===== src/rtl/jtkiwi_pkg.sv =====
// Shared definitions for the shared-RAM arbiter.
// Holds the arbiter FSM state encoding, the grant encoding and the default
// shared-RAM address width.
package jtkiwi_pkg;

  localparam int unsigned SHRAM_AW = 13;

  typedef enum logic [1:0] {
    IDLE = 2'd0,
    ACC  = 2'd1,
    WAIT = 2'd2
  } shram_st_e;

  typedef enum logic {
    GR_MAIN = 1'b0,
    GR_SUB  = 1'b1
  } shram_gr_e;

endpackage


===== src/rtl/jtkiwi_shram_port.sv =====
// Per-requester front end of the shared-RAM arbiter.
// Ports:
//   clk, rst_n : clock, asynchronous active-low reset
//   cs         : requester chip select, held for the whole bus cycle
//   set_done   : arbiter strobe, the access for this requester completes now
//   capture    : arbiter strobe, load ram_dout into the read-data register
//   ram_dout   : RAM read data
//   pending    : cs asserted and the access not yet completed
//   busy       : wait request back to the CPU (same as pending)
//   dout       : read data held until this requester's next read
module jtkiwi_shram_port (
  input  logic       clk,
  input  logic       rst_n,
  input  logic       cs,
  input  logic       set_done,
  input  logic       capture,
  input  logic [7:0] ram_dout,
  output logic       pending,
  output logic       busy,
  output logic [7:0] dout
);

  logic done_q;

  // done only survives while cs stays high, so a held cs cannot retrigger
  // and an aborted access (cs already low) never marks itself done.
  always_ff @(posedge clk or negedge rst_n) begin
    if (!rst_n) begin
      done_q <= 1'b0;
      dout   <= 8'h00;
    end else begin
      if (!cs) begin
        done_q <= 1'b0;
      end else if (set_done) begin
        done_q <= 1'b1;
      end
      if (capture) begin
        dout <= ram_dout;
      end
    end
  end

  assign busy    = cs & ~done_q;
  assign pending = busy;

endmodule


===== src/rtl/jtkiwi_shram_arb.sv =====
// Arbiter for the 8kB RAM shared by the main CPU and the sound CPU.
// Sequences the two chip-select requesters onto one single-port RAM with a
// fixed read latency of RD_LAT cycles, round-robin on ties.
// Ports:
//   clk, rst_n                 : clock, asynchronous active-low reset
//   main_cs/we/addr/din        : main CPU request
//   main_dout, main_busy       : main CPU read data and wait request
//   sub_cs/we/addr/din         : sound CPU request
//   sub_dout, sub_busy         : sound CPU read data and wait request
//   ram_addr, ram_din, ram_we  : RAM side, ram_we is a one-cycle pulse
//   ram_dout                   : RAM read data, valid RD_LAT cycles after addr
module jtkiwi_shram_arb
  import jtkiwi_pkg::*;
#(
  parameter int unsigned AW     = SHRAM_AW,
  parameter int unsigned RD_LAT = 1
) (
  input  logic          clk,
  input  logic          rst_n,
  input  logic          main_cs,
  input  logic          main_we,
  input  logic [AW-1:0] main_addr,
  input  logic [7:0]    main_din,
  output logic [7:0]    main_dout,
  output logic          main_busy,
  input  logic          sub_cs,
  input  logic          sub_we,
  input  logic [AW-1:0] sub_addr,
  input  logic [7:0]    sub_din,
  output logic [7:0]    sub_dout,
  output logic          sub_busy,
  output logic [AW-1:0] ram_addr,
  output logic [7:0]    ram_din,
  output logic          ram_we,
  input  logic [7:0]    ram_dout
);

  localparam int unsigned CW = 2;
  localparam logic [CW-1:0] CntLoad = CW'(RD_LAT - 1);

  shram_st_e     state_q;
  shram_gr_e     grant_q, last_grant_q;
  logic          gnt_we_q;
  logic [CW-1:0] cnt_q;

  logic          main_pend, sub_pend;
  logic          main_set, sub_set, main_cap, sub_cap;
  logic          rd_complete, wr_complete;
  shram_gr_e     win;
  logic          win_we;
  logic [AW-1:0] win_addr;
  logic [7:0]    win_din;

  // Winner selection, only consumed in IDLE.
  always_comb begin
    win = GR_SUB;
    if (main_pend && sub_pend) begin
      win = (last_grant_q == GR_SUB) ? GR_MAIN : GR_SUB;
    end else if (main_pend) begin
      win = GR_MAIN;
    end
    win_we   = (win == GR_MAIN) ? main_we   : sub_we;
    win_addr = (win == GR_MAIN) ? main_addr : sub_addr;
    win_din  = (win == GR_MAIN) ? main_din  : sub_din;
  end

  // Completion strobes towards the port front ends.
  always_comb begin
    rd_complete = (state_q == WAIT) && (cnt_q == '0);
    wr_complete = (state_q == ACC) && gnt_we_q;
    main_set    = (rd_complete || wr_complete) && (grant_q == GR_MAIN);
    sub_set     = (rd_complete || wr_complete) && (grant_q == GR_SUB);
    main_cap    = rd_complete && (grant_q == GR_MAIN);
    sub_cap     = rd_complete && (grant_q == GR_SUB);
  end

  always_ff @(posedge clk or negedge rst_n) begin
    if (!rst_n) begin
      state_q      <= IDLE;
      grant_q      <= GR_MAIN;
      last_grant_q <= GR_SUB;
      gnt_we_q     <= 1'b0;
      cnt_q        <= '0;
      ram_addr     <= '0;
      ram_din      <= 8'h00;
      ram_we       <= 1'b0;
    end else begin
      ram_we <= 1'b0;
      unique case (state_q)
        IDLE: begin
          if (main_pend || sub_pend) begin
            grant_q      <= win;
            last_grant_q <= win;
            gnt_we_q     <= win_we;
            ram_addr     <= win_addr;
            ram_din      <= win_din;
            // Raised here so the pulse lines up with the ACC cycle.
            ram_we       <= win_we;
            state_q      <= ACC;
          end
        end
        ACC: begin
          if (gnt_we_q) begin
            state_q <= IDLE;
          end else begin
            cnt_q   <= CntLoad;
            state_q <= WAIT;
          end
        end
        WAIT: begin
          if (cnt_q == '0) begin
            state_q <= IDLE;
          end else begin
            cnt_q <= cnt_q - 1'b1;
          end
        end
        default: state_q <= IDLE;
      endcase
    end
  end

  jtkiwi_shram_port u_main (
    .clk      (clk),
    .rst_n    (rst_n),
    .cs       (main_cs),
    .set_done (main_set),
    .capture  (main_cap),
    .ram_dout (ram_dout),
    .pending  (main_pend),
    .busy     (main_busy),
    .dout     (main_dout)
  );

  jtkiwi_shram_port u_sub (
    .clk      (clk),
    .rst_n    (rst_n),
    .cs       (sub_cs),
    .set_done (sub_set),
    .capture  (sub_cap),
    .ram_dout (ram_dout),
    .pending  (sub_pend),
    .busy     (sub_busy),
    .dout     (sub_dout)
  );

endmodule


===== config.mk =====
export PLATFORM = sky130hd
export DESIGN_NAME = jtkiwi_shram_arb
export DESIGN_NICKNAME = d
export VERILOG_FILES = /design/src/rtl/jtkiwi_pkg.sv /design/src/rtl/jtkiwi_shram_port.sv /design/src/rtl/jtkiwi_shram_arb.sv
export SDC_FILE = /design/constraint.sdc
export NUM_CORES = 1
export LEC_CHECK = 0
export BUFFER_PORTS_ARGS = -buffer_cell sky130_fd_sc_hd__clkbuf_2
export CAP_MARGIN = 20
export CORE_ASPECT_RATIO = 1.2
export CORE_MARGIN = 2
export CORE_UTILIZATION = 48
export DETAILED_ROUTE_END_ITERATION = 8
export GPL_TIMING_DRIVEN = 0
export HOLD_SLACK_MARGIN = 0.02
export MAX_ROUTING_LAYER = met4
export PLACE_DENSITY = 0.83
export SKIP_LAST_GASP = 1
export SLEW_MARGIN = 20
export SYNTH_ARGS = -nofsm -noshare
export SYNTH_HDL_FRONTEND = slang
export SYNTH_HIERARCHICAL = 1
export SYNTH_SLANG_ARGS = --single-unit

===== constraint.sdc =====
create_clock -name clk -period 1.89 [get_ports clk]
set_input_delay 0.189 -clock clk [delete_from_list [all_inputs] [get_ports clk]]
set_output_delay 0.189 -clock clk [all_outputs]
set_load 0.02 [all_outputs]

==> run summary <==
Highest-delay cell along the critical path: dfstp_2. The count of buffers added on input and output ports is 95. The detail route stage leaves a number of antenna-violating nets equal to 0. The cell count after synthesis is 210. Derived from the worst setup path, the maximum achievable clock frequency is 0.5723 GHz. Setup repair after global routing left no endpoint under its margin.

Summed over all cells, the static leakage comes to 0.001410 uW. The clock passes through at most 2 buffers. The peak fanout along the critical path was 10. CTS built an H-tree with a depth of 2.

Max-cap violations in this run came to 0. In the final routed layout, each cell accounts on average for 14.70 um. 0 antenna diodes ended up in the layout. Relative to the synthesized area, the layout overhead comes to 28.67%. The run gives 369 as the number of nets in the finished design. When the netlist entered floorplanning its net count stood at 267. The synthesized netlist occupies a cell area of 0.002361 mm2. In this run the register-to-register setup slack is 140 ps. The largest stage delay on the critical path was 540 ps; the register bit count reported by yosys was 47. The final worst-path cycle share works out to 0.9245. STA classifies the critical path endpoint as a flop. In this run the critical register-to-register path is captured at ram_din[6]$_DFFE_PN0P_. The type of element launching the critical path is a flop.

The count of pins over their slew limit is 0. The critical path contains buffers and inverters numbering 2 combined. Entering global routing, the biggest net connects 48 pins.

The post-route DRC violation count was 0. The startpoint identified for the worst hold timing path is sub_cs. Final weighted congestion in routability-driven placement: 0.8517. Clock tree synthesis inserted a total of 5 buffers. The flow ran to the end, and the final reports show no timing, DRC or antenna violations.

In the layout the commonest cells are clkbuf_2 (97), dfrtp_1 (46), a21oi_1 (26), o21ai_0 (23), nand3_1 (22). The first global-routing pass estimated 8866 um of wire. The cell type with the highest occurrence count on the critical path is clkbuf_1.

Summed over all layers, the global routing overflow is 0. Category of the critical setup timing path: reg -> reg. Total vias in the final route: 1979. The library cell used most frequently in the layout, excluding fill and tap cells, is clkbuf_2. The data required time of the critical path was 2120 ps. The end point of the worst hold path is u_sub/done_q$_DFFE_PN0P_.

During I/O placement, the number of pins put on the boundary was 96. Area of the core: 0.004662 mm2. Setup total negative slack on the finished layout was measured at 0 ps.

The via-per-instance ratio was 5.334. The instance count along the most critical hold path is 2, and the number of detailed-routing iterations run before antenna repair is 4. The final HPWL from detailed placement is 4060 um, and the portion of the post-synthesis area used by sequential elements is 0.4987. Initial cell density of the core: 0.5064. The routed design has 5453 um of wire. For the worst flop-to-flop path, the logic depth is 5.

TritonCTS built the clock tree. In this run the cell area measured after placement is 0.002912 mm2. Clock tree synthesis found a total of 47 sinks. Setup violations remaining at the end of the flow were counted as 0.

In this run the power density over the cells is 1732 mW/mm2. The number of placed cells counting well taps was 363; the number of DRC markers in iteration 0 was 81. The smallest hold slack is 103.8 ps. The category of cells accounting for the largest share of critical-path delay is buffers and inverters.

The die covers 0.005498 mm2. In this run the number of cells on the critical path is 5. The netlist uses 26 different library cells. The average cell area after synthesis is 11.24 um2, and the post-route clock skew is 4.399 ps. Data on the critical path arrives at its endpoint at 1970 ps. The run gives 1925 as the via count of the first global-routing pass. The initial antenna violation count is 0, and the layout cell share with drive strength beyond 1 is 0.4856. The remaining max-slew budget at the tightest pin came out at 0.5905.

In this run the core area contains 27 standard-cell rows. From bottom edge to top edge, the die measures 80.83 um. Start of the worst register-to-register path: last_grant_q$_DFFE_PN1P_. CTS placed an instance of clkbuf_8 at the clock tree root. The count of yosys warnings during synthesis was 6; the final instance area was 0.003038 mm2.

The tools report the global routing usage summed across all routing layers as 0.2177. For the pin with the worst max-slew slack, the measured transition is 614.2 ps. The worst path needs 1747 ps of the cycle, external delays included.

Walking the worst path, the cells encountered are nand2b_1 -> clkbuf_1 -> clkbuf_1 -> nand3_1 -> a31oi_2. IR analysis of the VDD net gives a maximum drop of 802.9 uV. The run gives 383 as the number of filler cells placed in the layout. The final cell count without fillers is 371, and the clock input transition at the sequential cells of the worst setup and hold paths is 90 ps. The run gives 0 as the count of endpoints failing hold in the final timing report. The die width works out to 68.03 um. Class of the worst hold path: in -> reg. For the worst-skew pair, the clock arrives at the later sink with an insertion delay of 300 ps.
## sequential cells by signal (all words and copies together), names as in the netlist
register       flops
cnt_q              2
gnt_we_q           1
grant_q            1
last_grant_q       1
ram_addr          13
ram_din            8
ram_we             1
state_q            2
u_main/done_q      1
u_main/dout        8
u_sub/done_q       1
u_sub/dout         8
## logic make-up after synthesis
kind of cell               count (synthesis)  synth area share
AOI/OAI and AO/OA                         78            0.2337
adders and majority gates                  1          0.005299
buffers and inverters                     26           0.06677
DFF                                       47            0.4987
muxes                                     16            0.1017
and+or+nand+nor                           42           0.09381
## routing by layer
layer	vias up	track usage	part of all wire
met5	-	-	0
met4	0	0.06000	0.017
met3	10	0.04986	0.069
met2	84	0.3583	0.50
met1	924	0.2676	0.42
li1	961	-	-
## report_power, final
part	total [uW]	internal (uW)	switching (uW)	leakage (uW)
Combinational	2730	1150	1570	0.000795
Sequential	1790	1490	296	0.000556
Clock	748	401	347	0.0000587
## metrics by stage
step	power [uW]	worst slack [ps]	util
after floorplan	3727	89.07	-
after global placement	4464	162.6	0.6240
after detailed placement	4541	138.8	0.6245
after CTS	5301	88.06	0.6516
after global routing	5615	15.03	0.6516
final	5262	142.7	0.6516
## worst max path at each step
| stage | start | endpoint | slack, ps |
|---|---|---|---|
| 2_1_floorplan | u_main/done_q$_DFFE_PN0P_ | ram_addr[10]$_DFFE_PN0P_ | 90 |
| 3_3_place_gp | u_main/done_q$_DFFE_PN0P_ | ram_addr[0]$_DFFE_PN0P_ | 160 |
| 3_5_place_dp | u_main/done_q$_DFFE_PN0P_ | ram_addr[0]$_DFFE_PN0P_ | 140 |
| 4_1_cts | u_main/done_q$_DFFE_PN0P_ | ram_addr[0]$_DFFE_PN0P_ | 90 |
| 5_1_grt | last_grant_q$_DFFE_PN1P_ | ram_din[6]$_DFFE_PN0P_ | 20 |
| 6_report | last_grant_q$_DFFE_PN1P_ | ram_din[6]$_DFFE_PN0P_ | 140 |
## timing repair
item | in CTS | in global routing
endpoints found under the setup margin | 0 | 18
hold buffers | 1 | 0
hold endpoints to repair | 46 | 0
resized for setup | 0 | 6
setup buffers | 0 | 0
## Yosys cell counts (all sizes together)
cell type / count / share of area
and3b: 1 / 0.0037
nor3: 1 / 0.0021
and2: 2 / 0.0064
buf: 9 / 0.040
clkbuf: 13 / 0.021
nand2b: 2 / 0.0053
nand3: 22 / 0.047
a21boi: 1 / 0.0032
nor2b: 5 / 0.013
o21a: 2 / 0.0064
nor2: 5 / 0.0079
ha: 1 / 0.0053
a31oi: 25 / 0.12
inv: 4 / 0.0064
dfrtp: 46 / 0.49
dfstp: 1 / 0.011
a311oi: 1 / 0.0037
o21ai: 23 / 0.049
mux2: 16 / 0.10
or2: 1 / 0.0027
nand2: 2 / 0.0032
a21oi: 26 / 0.055
and3: 1 / 0.0027
## layout make-up
type / count / area, um2 / area share
Sequential cell: 47 / 1177 / 0.3876
Timing Repair Buffer: 96 / 488.0 / 0.1606
Clock inverter: 3 / 47.55 / 0.01565
Multi-Input combinational cell: 137 / 1026 / 0.3377
Tap cell: 58 / 72.57 / 0.02389
Clock buffer: 5 / 68.82 / 0.02265
Inverter: 4 / 15.01 / 0.004942
Buffer: 21 / 142.6 / 0.04695
Note: power is estimated with default switching activity, not from simulation.
